==> config.mk <==
export PLATFORM = sky130hd
export DESIGN_NAME = board_io
export DESIGN_NICKNAME = d
export VERILOG_FILES = /design/src/rtl/board_io.sv
export SDC_FILE = /design/constraint.sdc
export NUM_CORES = 1
export LEC_CHECK = 0
export CAP_MARGIN = 15
export CORE_MARGIN = 2
export CORE_UTILIZATION = 35
export DETAILED_ROUTE_END_ITERATION = 6
export GPL_TIMING_DRIVEN = 0
export PLACE_DENSITY = 0.64
export SYNTH_ARGS = -nofsm -noshare
export SYNTH_HDL_FRONTEND = slang
export SYNTH_SLANG_ARGS = --single-unit
==> constraint.sdc <==
create_clock -name clk -period 16.9 [get_ports clk]
set_clock_uncertainty 0.1 [all_clocks]
set_input_delay 3.38 -clock clk [delete_from_list [all_inputs] [get_ports clk]]
set_output_delay 3.38 -clock clk [all_outputs]
set_load 0.02 [all_outputs]
==> src/rtl/board_io.sv <==
// board_io: synchronised, debounced board inputs with sticky edge events, and
// registered LED outputs with selectable polarity. Define BOARD_IO_PWM_EN for PWM dimming.
module board_io #(
  parameter int unsigned     IN_W       = 8,
  parameter int unsigned     OUT_W      = 8,
  parameter int unsigned     DB_LIMIT   = 50000,
  parameter int unsigned     DB_CW      = 16,
  parameter logic [IN_W-1:0] EV_RISE    = {IN_W{1'b1}},
  parameter logic [IN_W-1:0] EV_FALL    = {IN_W{1'b0}},
  parameter bit              OUT_INVERT = 1'b1,
  parameter int unsigned     PWM_W      = 4
) (
  input  logic              clk,
  input  logic              rst,
  input  logic [IN_W-1:0]   pin_i,
  output logic [IN_W-1:0]   gp_i,
  output logic [IN_W-1:0]   ev_o,
  output logic [IN_W-1:0]   ev_ovf,
  input  logic [IN_W-1:0]   ev_clr,
  input  logic [OUT_W-1:0]  gp_o,
  input  logic [PWM_W-1:0]  duty,
  output logic [OUT_W-1:0]  pin_o
);

  localparam logic [DB_CW-1:0] LIMIT_M1 = DB_CW'(DB_LIMIT - 1);

  logic [IN_W-1:0]             s1_q, s2_q;
  logic [IN_W-1:0]             gp_q, gp_d;
  logic [IN_W-1:0][DB_CW-1:0]  cnt_q, cnt_d;
  logic [IN_W-1:0]             ev_q, ev_d;
  logic [IN_W-1:0]             ovf_q, ovf_d;
  logic [IN_W-1:0]             set_s;
  logic [OUT_W-1:0]            lit_s;
  logic [OUT_W-1:0]            pin_q, pin_d;

  // Debounce: a level is accepted only after DB_LIMIT consecutive disagreeing samples.
  always_comb begin
    gp_d  = gp_q;
    cnt_d = cnt_q;
    for (int i = 0; i < int'(IN_W); i++) begin
      if (s2_q[i] == gp_q[i]) begin
        cnt_d[i] = '0;
      end else if (cnt_q[i] == LIMIT_M1) begin
        gp_d[i]  = s2_q[i];
        cnt_d[i] = '0;
      end else begin
        cnt_d[i] = cnt_q[i] + DB_CW'(1);
      end
    end
  end

  // Sticky events; a new event beats a simultaneous clear but does not flag overflow then.
  always_comb begin
    ev_d  = ev_q;
    ovf_d = ovf_q;
    set_s = (gp_d & ~gp_q & EV_RISE) | (~gp_d & gp_q & EV_FALL);
    for (int i = 0; i < int'(IN_W); i++) begin
      if (set_s[i]) begin
        ev_d[i] = 1'b1;
        if (!ev_clr[i]) begin
          ovf_d[i] = ovf_q[i] | ev_q[i];
        end else begin
          ovf_d[i] = ovf_q[i];
        end
      end else if (ev_clr[i]) begin
        ev_d[i]  = 1'b0;
        ovf_d[i] = 1'b0;
      end else begin
        ev_d[i]  = ev_q[i];
        ovf_d[i] = ovf_q[i];
      end
    end
  end

`ifdef BOARD_IO_PWM_EN
  logic [PWM_W-1:0] p_q, p_d;
  logic             on_s;

  // Free-running PWM phase; duty all-ones means fully on rather than one cycle short.
  always_comb begin
    p_d   = p_q + PWM_W'(1);
    on_s  = (duty == {PWM_W{1'b1}}) || (p_q < duty);
    lit_s = gp_o & {OUT_W{on_s}};
  end

  // PWM phase register.
  always_ff @(posedge clk or posedge rst) begin
    if (rst) begin
      p_q <= '0;
    end else begin
      p_q <= p_d;
    end
  end
`else
  logic unused_duty_s;
  assign unused_duty_s = ^duty;

  // Without PWM the LEDs simply follow the MCU levels.
  always_comb begin
    lit_s = gp_o;
  end
`endif

  // Output polarity applied before the pin register.
  always_comb begin
    pin_d = lit_s ^ {OUT_W{OUT_INVERT}};
  end

  // All state registers; reset drives LEDs to their inactive level.
  always_ff @(posedge clk or posedge rst) begin
    if (rst) begin
      s1_q  <= '0;
      s2_q  <= '0;
      gp_q  <= '0;
      cnt_q <= '0;
      ev_q  <= '0;
      ovf_q <= '0;
      pin_q <= {OUT_W{OUT_INVERT}};
    end else begin
      s1_q  <= pin_i;
      s2_q  <= s1_q;
      gp_q  <= gp_d;
      cnt_q <= cnt_d;
      ev_q  <= ev_d;
      ovf_q <= ovf_d;
      pin_q <= pin_d;
    end
  end

  assign gp_i   = gp_q;
  assign ev_o   = ev_q;
  assign ev_ovf = ovf_q;
  assign pin_o  = pin_q;

endmodule
==> results of run 1 <==
## routing by layer
layer	wire length, microns	vias to the layer above
met1	7310	2747
met3	424	15
met4	204	0
li1	-	2846
met2	6597	72
met5	0	-
## area by class of cell
class | instances | area share
sequential | 176 | 0.4566
multi-input combinational | 552 | 0.3578
timing repair buffer | 58 | 0.06187
clock buffer | 22 | 0.04698
tap | 285 | 0.03689
clock inverter | 10 | 0.01683
inverter | 36 | 0.01476
buffer | 12 | 0.008284
## metrics by stage
stage	std cells	total power [mW]
3_5_place_dp	1119	0.4804
5_1_grt	1151	0.9192
6_report	1151	0.8823
2_1_floorplan	776	0.4642
3_3_place_gp	1118	0.4787
4_1_cts	1151	0.8985
## cell families (layout without fill, tap and decap cells)
kind of cell    Yosys count  in the layout  share of synthesized area
buf+inv                  48            138                    0.02661
compound gates           37             37                    0.02460
simple gates            379            379                     0.2460
flops                   176            176                     0.5458
mux                       6              6                   0.008817
xor+xnor                114            114                     0.1235
fa+ha+maj                16             16                    0.02475
## path summary, 6_finish.rpt
path	start	to	slack, ps	cells past startpoint
hold / removal	s1_q[0]	s2_q[0]	250	0
setup / recovery	pin_o[3]	pin_o[3]	11860	1
max in group asynchronous	rst	cnt_q[97]	12520	3
hold reg to reg	s1_q[0]	s2_q[0]	250	0
min in group asynchronous	rst	s2_q[1]	3380	2
setup reg to reg	cnt_q[16]	ev_ovf[1]	14420	7
## cell usage after synthesis (8+ instances only)
master / count
sky130_fd_sc_hd__xor2_1: 31
sky130_fd_sc_hd__nor3_1: 24
sky130_fd_sc_hd__inv_1: 36
sky130_fd_sc_hd__dfstp_2: 8
sky130_fd_sc_hd__o21ai_0: 9
sky130_fd_sc_hd__a21oi_1: 22
sky130_fd_sc_hd__nor4_1: 36
sky130_fd_sc_hd__ha_1: 16
sky130_fd_sc_hd__nand3_1: 44
sky130_fd_sc_hd__dfrtp_1: 168
sky130_fd_sc_hd__nand4_1: 32
sky130_fd_sc_hd__nand2_1: 43
sky130_fd_sc_hd__and3_1: 12
sky130_fd_sc_hd__nor2_1: 130
sky130_fd_sc_hd__xnor2_1: 83
## sequential cells by signal, indices dropped and copies added (netlist names)
name,count
ev_o,8
pin_o,8
gp_i,8
s1_q,8
s2_q,8
cnt_q,128
ev_ovf,8
## power by group
part | leakage, nW | internal, mW | switching (mW) | total [mW]
logic | 1.24 | 0.0148 | 0.0206 | 0.0354
clock network | 0.294 | 0.252 | 0.159 | 0.411
registers | 2.37 | 0.430 | 0.00633 | 0.436
total | 3.91 | 0.696 | 0.186 | 0.882
==> impl_table.tex, run 1 <==
\begin{tabular}{lr}
\hline
Metric & Value \\
\hline
\multicolumn{2}{l}{\textbf{Synthesis}} \\
\quad Number of register bits inferred by synthesis & between 150 and 200 \\
\quad Cells after Synth & about 780 \\
\quad Area share of the leading cell type in the synthesized netlist & 0.5198 \\
\quad Leading register cell type out of synthesis & sky130\_fd\_sc\_hd\_\_dfrtp\_1 \\
\quad Post-synth EDFFs & 0 \\
\quad Number of distinct library cells after synthesis & 43 \\
\quad Asr flop ratio synth & 1.000 \\
\quad Number of warning messages in the yosys log & 0 \\
\quad Library cell occupying the most area in the post-synthesis netlist & sky130\_fd\_sc\_hd\_\_dfrtp\_1 \\
\quad Combined area of all synthesized cells & 8088 sq um \\
\quad Cell types occupying the most area after synthesis & sky130\_fd\_sc\_hd\_\_dfrtp\_1 52\%, sky130\_fd\_sc\_hd\_\_xnor2\_1 9.0\%, sky130\_fd\_sc\_hd\_\_nor2\_1 6.0\% \\
\quad Sequential cell area fraction in the yosys report & 0.5458 \\
\quad Syn\_area\_per\_cell & 10.42 sq um \\
\quad Mapped Nets & 822 \\
\multicolumn{2}{l}{\textbf{Clock tree}} \\
\quad Quantity of hold-fixing buffers added after cts & 0 \\
\quad Worst-case clock buffer depth & 2 \\
\quad H-tree depth & 4 \\
\quad Post-CTS setup buffer count & 0 \\
\quad Worst-Skew Late Latency & around 420 ps \\
\quad Post-cts resize count & 0 \\
\quad Clock tree from TritonCTS & yes \\
\quad CTS clock-pin slew for the worst setup and hold paths & 60 ps \\
\quad Clk sink count & 176 \\
\quad Buffer cell driving the clock tree root & sky130\_fd\_sc\_hd\_\_clkbuf\_16 \\
\quad Number of buffers created by CTS & 17 \\
\multicolumn{2}{l}{\textbf{Critical path}} \\
\quad Crit path largest cell delay & between 600 and 700 ps \\
\quad Crit path capture type & primary output \\
\quad Kind of cell adding the most delay to the critical path & buffers and inverters \\
\quad CP Max Fanout & 1 \\
\quad Data required time of the critical path & 13420 ps \\
\quad Critical-path cell list & clkdlybuf4s50\_1 \\
\quad Slowest cell on crit path & sky130\_fd\_sc\_hd\_\_clkdlybuf4s50\_1 \\
\quad Worst Path Buf+Inv & 1 \\
\quad Data arrival time of the critical path & 1560 ps \\
\quad Startpoint class of the critical path & flip-flop \\
\quad Category of the most critical setup path & flip-flop to primary output \\
\multicolumn{2}{l}{\textbf{Timing}} \\
\quad Actual slew at the worst max-slew pin & 704.8 ps \\
\quad Worst slew margin relative to its limit & 0.5301 \\
\quad Setup slack of the critical path after layout & 11860 ps \\
\quad Hold WS & 249.9 ps \\
\quad RSZ-0062 raised after global routing & false \\
\quad Max-slew violations & 0 \\
\quad Final Hold Vio Count & 0 \\
\quad Fraction of the cycle the final worst path needs & 0.2980 \\
\quad Final setup violating endpoints & 0 \\
\quad Top achievable clock speed & 0.1986 GHz \\
\quad Final setup TNS & 0 ps \\
\quad Min Clock Period, post-route & 5035 ps \\
\multicolumn{2}{l}{\textbf{Global route}} \\
\quad Via count of the first global-routing pass & 5608 \\
\quad Met1 layer usage reported by global route & 0.1734 \\
\quad GRT Residual Overflow & 0 \\
\quad Antenna violations before repair & 0 \\
\quad Global routing usage summed across all routing layers & 0.1277 \\
\quad Met2 Usage GRT & 0.2006 \\
\quad Maximum number of pins on one net before global-route repair & $\sim$100 \\
\quad Busiest metal layer after global routing & met2 \\
\quad GR Util met3 & 0.02889 \\
\quad Wire length of the first global-routing pass & 25.63 mm \\
\multicolumn{2}{l}{\textbf{Die}} \\
\quad Horizontal extent of the die & 156.0 microns \\
\quad Total Die Area & 24340 sq um \\
\quad Initial Util & 0.3572 \\
\quad Core area & approximately 23000 sq um \\
\quad Vertical extent of the die & 156.0 microns \\
\quad Number of rows created at floorplan & 55 \\
\quad I/O pin total & between 60 and 70 \\
\multicolumn{2}{l}{\textbf{Placed design}} \\
\quad Dpl ws & approximately 12000 ps \\
\quad Instance area at placement & a little over 9000 sq um \\
\quad HPWL after detailed placement & slightly below 10 mm \\
\quad Global placement routability congestion & about 0.78 \\
\quad Number of port buffers & 57 \\
\multicolumn{2}{l}{\textbf{Final layout}} \\
\quad Final \#Nets & 899 \\
\quad Register Area & 4414 sq um \\
\quad P\&R area growth vs syn & 19.52\% \\
\quad Share of layout cells above drive strength 1 & 0.07390 \\
\quad Antenna cells & 0 \\
\quad Most common cell after layout, fill and taps aside & sky130\_fd\_sc\_hd\_\_dfrtp\_1 \\
\quad Final core utilization & 0.4270 \\
\quad Top library cells by usage in the layout, fill and taps aside & 168 x sky130\_fd\_sc\_hd\_\_dfrtp\_1, 130 x sky130\_fd\_sc\_hd\_\_nor2\_1, 83 x sky130\_fd\_sc\_hd\_\_xnor2\_1 \\
\quad Area of all placed cells without fillers & 9667 sq um \\
\quad Fill cell total of the finished layout & 2149 \\
\quad Multi-input logic area & around 3500 sq um \\
\multicolumn{2}{l}{\textbf{Run}} \\
\quad Max Cap Violations & 0 \\
\multicolumn{2}{l}{\textbf{Hold path}} \\
\quad Type of the worst min-delay path & flip-flop to flip-flop \\
\multicolumn{2}{l}{\textbf{Pwr}} \\
\quad Leak & 3.905 nW \\
\quad Cell Pwr Density & 91.27 nW/um\^{}2 \\
\quad Largest voltage drop on the vdd net & 58.27 uV \\
\multicolumn{2}{l}{\textbf{Drt}} \\
\quad 1st-iter DRT viols & $\sim$250 \\
\quad Detail-routed via count per cell & 4.935 \\
\quad DRC violations left & 0 \\
\quad Post-DR wirelength/cell & 12.63 microns \\
\quad DRT antenna net count & 0 \\
\quad Final wirelength & 14.54 mm \\
\quad DR vias & 5680 \\
\quad First-pass detailed-route iteration total & 4 \\
\multicolumn{2}{l}{\textbf{Status}} \\
\quad Status & finished, final reports clean \\
\hline
\end{tabular}
Power figures use the tool's default switching activity.
==> run 2: changes to the inputs <==
- clock period: 16.9 -> 4.7 ns (I/O delays scaled with it)
==> impl_table.tex, run 2 (synthesis gave the netlist of run 1 again) <==
\begin{tabular}{lr}
\hline
Metric & Value \\
\hline
\multicolumn{2}{l}{\textbf{Status}} \\
\quad Status & finished, final reports clean \\
\multicolumn{2}{l}{\textbf{Critical path}} \\
\quad Category of the most critical setup path & flip-flop to primary output \\
\quad Kind of cell adding the most delay to the critical path & buffers and inverters \\
\quad Slowest cell on crit path & sky130\_fd\_sc\_hd\_\_clkdlybuf4s50\_1 \\
\quad Data arrival time of the critical path & around 1500 ps \\
\quad CP Max Fanout & 1 \\
\quad Startpoint class of the critical path & flip-flop \\
\quad Crit path largest cell delay & a little over 600 ps \\
\quad Worst Path Buf+Inv & 1 \\
\quad Data required time of the critical path & 3660 ps \\
\quad Critical-path cell list & clkdlybuf4s50\_1 \\
\quad Crit path capture type & primary output \\
\multicolumn{2}{l}{\textbf{Timing}} \\
\quad Max-slew violations & 0 \\
\quad Actual slew at the worst max-slew pin & 553.0 ps \\
\quad Final setup violating endpoints & 0 \\
\quad Final Hold Vio Count & 0 \\
\quad Worst slew margin relative to its limit & 0.6289 \\
\quad RSZ-0062 raised after global routing & false \\
\quad Top achievable clock speed & just under 0.4 GHz \\
\quad Min Clock Period, post-route & between 2000 and 3000 ps \\
\quad Fraction of the cycle the final worst path needs & 0.5497 \\
\quad Final setup TNS & 0 ps \\
\multicolumn{2}{l}{\textbf{Final layout}} \\
\quad Antenna cells & 0 \\
\quad P\&R area growth vs syn & 20.17\% \\
\quad Final Non-Filler Cells & 1155 \\
\quad Biggest register & cnt\_q \\
\quad Top library cells by usage in the layout, fill and taps aside & 168 x sky130\_fd\_sc\_hd\_\_dfrtp\_1, 130 x sky130\_fd\_sc\_hd\_\_nor2\_1, 83 x sky130\_fd\_sc\_hd\_\_xnor2\_1 \\
\quad Most common cell after layout, fill and taps aside & sky130\_fd\_sc\_hd\_\_dfrtp\_1 \\
\quad Register Area & 4414 sq um \\
\quad Multi-input logic area & 3458 sq um \\
\quad Share of layout cells above drive strength 1 & 0.07816 \\
\quad Fill cell total of the finished layout & 2140 \\
\quad Number of flip-flops under the largest register name & 128 \\
\quad Final \#Nets & 903 \\
\multicolumn{2}{l}{\textbf{Drt}} \\
\quad First-pass detailed-route iteration total & 4 \\
\quad DR vias & $\sim$5700 \\
\quad Detail-routed via count per cell & 4.905 \\
\quad DRC violations left & 0 \\
\quad Post-DR wirelength/cell & 12.41 microns \\
\quad DRT antenna net count & 0 \\
\quad 1st-iter DRT viols & 218 \\
\quad Final wirelength & 14.34 mm \\
\multicolumn{2}{l}{\textbf{Clock tree}} \\
\quad Number of buffers created by CTS & 17 \\
\quad Clk sink count & roughly 180 \\
\quad Quantity of hold-fixing buffers added after cts & 0 \\
\quad H-tree depth & 4 \\
\quad Worst-Skew Late Latency & 410 ps \\
\quad Post-CTS setup buffer count & 0 \\
\quad Post-cts resize count & 0 \\
\quad CTS clock-pin slew for the worst setup and hold paths & 60 ps \\
\quad Clock tree from TritonCTS & yes \\
\quad Buffer cell driving the clock tree root & sky130\_fd\_sc\_hd\_\_clkbuf\_16 \\
\quad Worst-case clock buffer depth & 2 \\
\multicolumn{2}{l}{\textbf{Pwr}} \\
\quad Sequential group share of total power & 0.500 \\
\quad Clock group share of total power & 0.458 \\
\quad Internal & 2.469 mW \\
\quad Switch Pwr & 0.6654 mW \\
\quad Largest voltage drop on the vdd net & 201.5 uV \\
\quad Sw Share & 0.2123 \\
\quad Cell Pwr Density & between 300 and 400 nW/um\^{}2 \\
\quad Leak & 3.927 nW \\
\quad Relative contribution of combinational cells to total power & 0.042 \\
\multicolumn{2}{l}{\textbf{Placed design}} \\
\quad Number of placed instances, taps included & about 1100 \\
\quad HPWL after detailed placement & between 9 and 10 mm \\
\quad Global placement routability congestion & 0.8196 \\
\quad Number of port buffers & 57 \\
\multicolumn{2}{l}{\textbf{Global route}} \\
\quad Via count of the first global-routing pass & 5497 \\
\quad Wire length of the first global-routing pass & roughly 25 mm \\
\quad Antenna violations before repair & 0 \\
\quad Global routing usage summed across all routing layers & 0.1255 \\
\quad Maximum number of pins on one net before global-route repair & 42 \\
\quad GRT Residual Overflow & 0 \\
\multicolumn{2}{l}{\textbf{Run}} \\
\quad Max Cap Violations & 0 \\
\multicolumn{2}{l}{\textbf{Die}} \\
\quad I/O pin total & 62 \\
\quad Vertical extent of the die & 156.0 microns \\
\quad Initial Util & 0.3572 \\
\quad Horizontal extent of the die & 156.0 microns \\
\quad Total Die Area & 24340 sq um \\
\quad Core area & 22640 sq um \\
\quad Number of rows created at floorplan & 55 \\
\multicolumn{2}{l}{\textbf{Hold path}} \\
\quad Type of the worst min-delay path & flip-flop to flip-flop \\
\hline
\end{tabular}
run 2: cell types whose count changed in the layout (fill, tap and decap cells not counted):
cell | before | now
sky130_fd_sc_hd__bufinv_16 | 4 | 3
sky130_fd_sc_hd__buf_16 | 1 | 0
sky130_fd_sc_hd__inv_8 | 1 | 0
sky130_fd_sc_hd__clkinvlp_4 | 2 | 3
sky130_fd_sc_hd__buf_12 | 0 | 5
sky130_fd_sc_hd__clkbuf_8 | 1 | 2
run 2: layer usage:
layer	part of all wire	up-vias	GRT usage
met5	0	-	0
met3	0.027	9	0.03333
met1	0.50	2753	0.1691
li1	-	2844	-
met2	0.47	59	0.1997
met4	0.0077	0	0.03582
run 2: cell type report:
| cell class | count | area share |
|---|---|---|
| timing repair buffer | 62 | 0.06900 |
| clock buffer | 23 | 0.04815 |
| sequential | 176 | 0.4542 |
| inverter | 36 | 0.01429 |
| tap | 285 | 0.03669 |
| multi-input combinational | 552 | 0.3558 |
| buffer | 12 | 0.008239 |
| clock inverter | 9 | 0.01365 |
run 2: final timing paths:
| check | startpoint | to | slack (ps) | cells past startpoint |
|---|---|---|---|---|
| min | s1_q[3] | s2_q[3] | 250 | 0 |
| min reg2reg | s1_q[3] | s2_q[3] | 250 | 0 |
| max reg2reg | cnt_q[16] | ev_ovf[1] | 2300 | 7 |
| max | pin_o[5] | pin_o[5] | 2120 | 1 |
| min in group asynchronous | rst | s1_q[3] | 820 | 2 |
| max in group asynchronous | rst | cnt_q[15] | 2860 | 4 |
run 2: metrics by stage:
stage                 util  hold slack [ps]  area (sq um)  total power, mW  worst slack (ps)
floorplan                -            231.2          8092            1.670              1414
global placement    0.3983            232.5          9019            1.722            -138.2
detailed placement  0.4028            237.1          9119            1.734              2308
global route        0.4293            260.4          9719            3.289              2036
CTS                 0.4293            252.2          9719            3.192              2059
finish              0.4293            249.0          9719            3.135              2116
run 2: power by group through the flow:
stage               Clock (mW)  Combinational, mW  Sequential [mW]
detailed placement           0              0.139             1.60
CTS                       1.49              0.139             1.57
finish                    1.43              0.133             1.57
global route              1.56              0.154             1.57
floorplan                    0             0.0736             1.60
global placement             0              0.127             1.60
run 2: worst register-to-register path, stage by stage, from the launching register on:
cell	delay [ps]
sky130_fd_sc_hd__dfrtp_1	400
sky130_fd_sc_hd__ha_1	200
sky130_fd_sc_hd__nand3_1	200
sky130_fd_sc_hd__nand4b_1	340
sky130_fd_sc_hd__or3b_2	540
sky130_fd_sc_hd__ha_1	310
sky130_fd_sc_hd__a21oi_1	150
sky130_fd_sc_hd__a21oi_1	50
==> run 3: changes to the inputs <==
- clock period: 4.7 -> 2.4 ns (I/O delays scaled with it)
==> impl_table.tex, run 3 (synthesis gave the netlist of run 1 again) <==
\begin{tabular}{lr}
\hline
Metric & Value \\
\hline
\multicolumn{2}{l}{\textbf{Clock tree}} \\
\quad CTS clock-pin slew for the worst setup and hold paths & around 60 ps \\
\quad Quantity of hold-fixing buffers added after cts & 0 \\
\quad Clk sink count & 176 \\
\quad Number of buffers created by CTS & 17 \\
\quad Buffer cell driving the clock tree root & sky130\_fd\_sc\_hd\_\_clkbuf\_16 \\
\quad Clock tree from TritonCTS & yes \\
\quad Worst-Skew Late Latency & 410 ps \\
\quad H-tree depth & 4 \\
\quad Worst-case clock buffer depth & 2 \\
\multicolumn{2}{l}{\textbf{Critical path}} \\
\quad Crit path capture type & flip-flop \\
\quad Data arrival time of the critical path & approximately 2500 ps \\
\quad CP Max Fanout & 6 \\
\quad Category of the most critical setup path & flip-flop to flip-flop \\
\quad Data required time of the critical path & 2600 ps \\
\quad Worst r2r path cells & 6 \\
\quad Startpoint class of the critical path & flip-flop \\
\multicolumn{2}{l}{\textbf{Timing}} \\
\quad Actual slew at the worst max-slew pin & 539.9 ps \\
\quad Top achievable clock speed & 0.4309 GHz \\
\quad Final Hold Vio Count & 0 \\
\quad Worst slew margin relative to its limit & 0.6377 \\
\quad Min Clock Period, post-route & 2321 ps \\
\quad Final setup TNS & 0 ps \\
\quad Max-slew violations & 0 \\
\quad Fraction of the cycle the final worst path needs & 0.9669 \\
\quad Final setup violating endpoints & 0 \\
\quad RSZ-0062 raised after global routing & true \\
\multicolumn{2}{l}{\textbf{Drt}} \\
\quad DRT antenna net count & 0 \\
\quad 1st-iter DRT viols & $\sim$200 \\
\quad First-pass detailed-route iteration total & 4 \\
\quad Final wirelength & $\sim$14 mm \\
\quad Detail-routed via count per cell & 4.890 \\
\quad DRC violations left & 0 \\
\quad DR vias & 5668 \\
\quad Post-DR wirelength/cell & 12.46 microns \\
\multicolumn{2}{l}{\textbf{Hold path}} \\
\quad Worst hold stages & 0 \\
\quad Type of the worst min-delay path & flip-flop to flip-flop \\
\multicolumn{2}{l}{\textbf{Final layout}} \\
\quad Number of flip-flops under the largest register name & 128 \\
\quad Area of all placed cells without fillers & about 9800 sq um \\
\quad Most common cell after layout, fill and taps aside & sky130\_fd\_sc\_hd\_\_dfrtp\_1 \\
\quad P\&R area growth vs syn & 20.95\% \\
\quad Share of layout cells above drive strength 1 & 0.09153 \\
\quad Biggest register & cnt\_q \\
\quad Antenna cells & 0 \\
\quad Final \#Nets & 907 \\
\quad Top library cells by usage in the layout, fill and taps aside & 167 x sky130\_fd\_sc\_hd\_\_dfrtp\_1, 130 x sky130\_fd\_sc\_hd\_\_nor2\_1, 83 x sky130\_fd\_sc\_hd\_\_xnor2\_1 \\
\multicolumn{2}{l}{\textbf{Die}} \\
\quad Total Die Area & between 20000 and 25000 sq um \\
\quad Vertical extent of the die & 156.0 microns \\
\quad Horizontal extent of the die & 156.0 microns \\
\quad Number of rows created at floorplan & 55 \\
\quad I/O pin total & 62 \\
\quad Initial Util & 0.3572 \\
\quad Core area & 22640 sq um \\
\multicolumn{2}{l}{\textbf{Global route}} \\
\quad Antenna violations before repair & 0 \\
\quad Maximum number of pins on one net before global-route repair & 42 \\
\quad Global routing usage summed across all routing layers & 0.1258 \\
\quad Via count of the first global-routing pass & 5523 \\
\quad GRT Residual Overflow & 0 \\
\quad Wire length of the first global-routing pass & 25.32 mm \\
\multicolumn{2}{l}{\textbf{Pwr}} \\
\quad Cell Pwr Density & 628.5 nW/um\^{}2 \\
\quad Largest voltage drop on the vdd net & 394.5 uV \\
\quad Leak & 3.946 nW \\
\multicolumn{2}{l}{\textbf{Placed design}} \\
\quad Global placement routability congestion & 0.8196 \\
\quad Number of port buffers & 57 \\
\quad HPWL after detailed placement & around 9.9 mm \\
\quad Instance area at placement & 9119 sq um \\
\multicolumn{2}{l}{\textbf{Status}} \\
\quad Status & finished, final reports clean \\
\multicolumn{2}{l}{\textbf{Run}} \\
\quad Max Cap Violations & 0 \\
\hline
\end{tabular}
[run 3: timing repair]
| action | 4_1_cts | 5_1_grt |
|---|---|---|
| endpoints found under the setup margin | 2 | 5 |
| setup buffers | 1 | 3 |
| resized for setup | 1 | 10 |
[run 3: layer usage]
metal / track usage / part of all wire / vias to the layer above
met1: 0.1687 / 0.50 / 2749
li1: - / - / 2851
met3: 0.03333 / 0.028 / 9
met2: 0.2012 / 0.46 / 59
met4: 0.03582 / 0.0077 / 0
met5: 0 / 0 / -
[run 3: stage by stage]
step	utilization	instances	hold WS (ps)	power, mW	setup WS, ps
2_1_floorplan	-	776	231.2	3.270	-426.1
3_3_place_gp	0.3983	1118	232.5	3.372	-1978
3_5_place_dp	0.4028	1123	237.1	3.396	7.597
4_1_cts	0.4299	1156	252.2	6.251	3.509
5_1_grt	0.4321	1159	260.4	6.447	-11.13
6_report	0.4321	1159	248.9	6.148	79.33
[run 3: power breakdown]
group          internal [mW]  total [mW]  switching, mW  leakage (nW)
clock network           1.70        2.81           1.12         0.287
registers               3.03        3.07         0.0439          2.37
logic                  0.118       0.266          0.147          1.29
total                   4.84        6.15           1.31          3.95
[run 3: cell type report]
cell class,instances,area (sq um)
Tap cell,285,356.6
Inverter,36,138.9
Clock buffer,23,467.9
Timing Repair Buffer,66,700.7
Clock inverter,9,132.6
Sequential cell,176,4415
Fill cell,2140,12860
Multi-Input combinational cell,552,3488
Buffer,12,81.33
[run 3: path summary, 6_finish.rpt]
path                           start         to  slack, ps
max                        cnt_q[53]  ev_ovf[3]         80
min                          s1_q[3]    s2_q[3]        250
min reg2reg                  s1_q[3]    s2_q[3]        250
min in group asynchronous        rst    s1_q[3]        360
max in group asynchronous        rst  cnt_q[15]       1020
max reg2reg                cnt_q[53]  ev_ovf[3]         80
[run 3: worst max-delay path, stage by stage, from the launching register on]
cell	delay [ps]
sky130_fd_sc_hd__dfrtp_2	460
sky130_fd_sc_hd__nor4b_2	280
sky130_fd_sc_hd__nand4b_1	190
sky130_fd_sc_hd__or4b_2	680
sky130_fd_sc_hd__ha_1	310
sky130_fd_sc_hd__a21oi_1	150
sky130_fd_sc_hd__a21oi_1	50
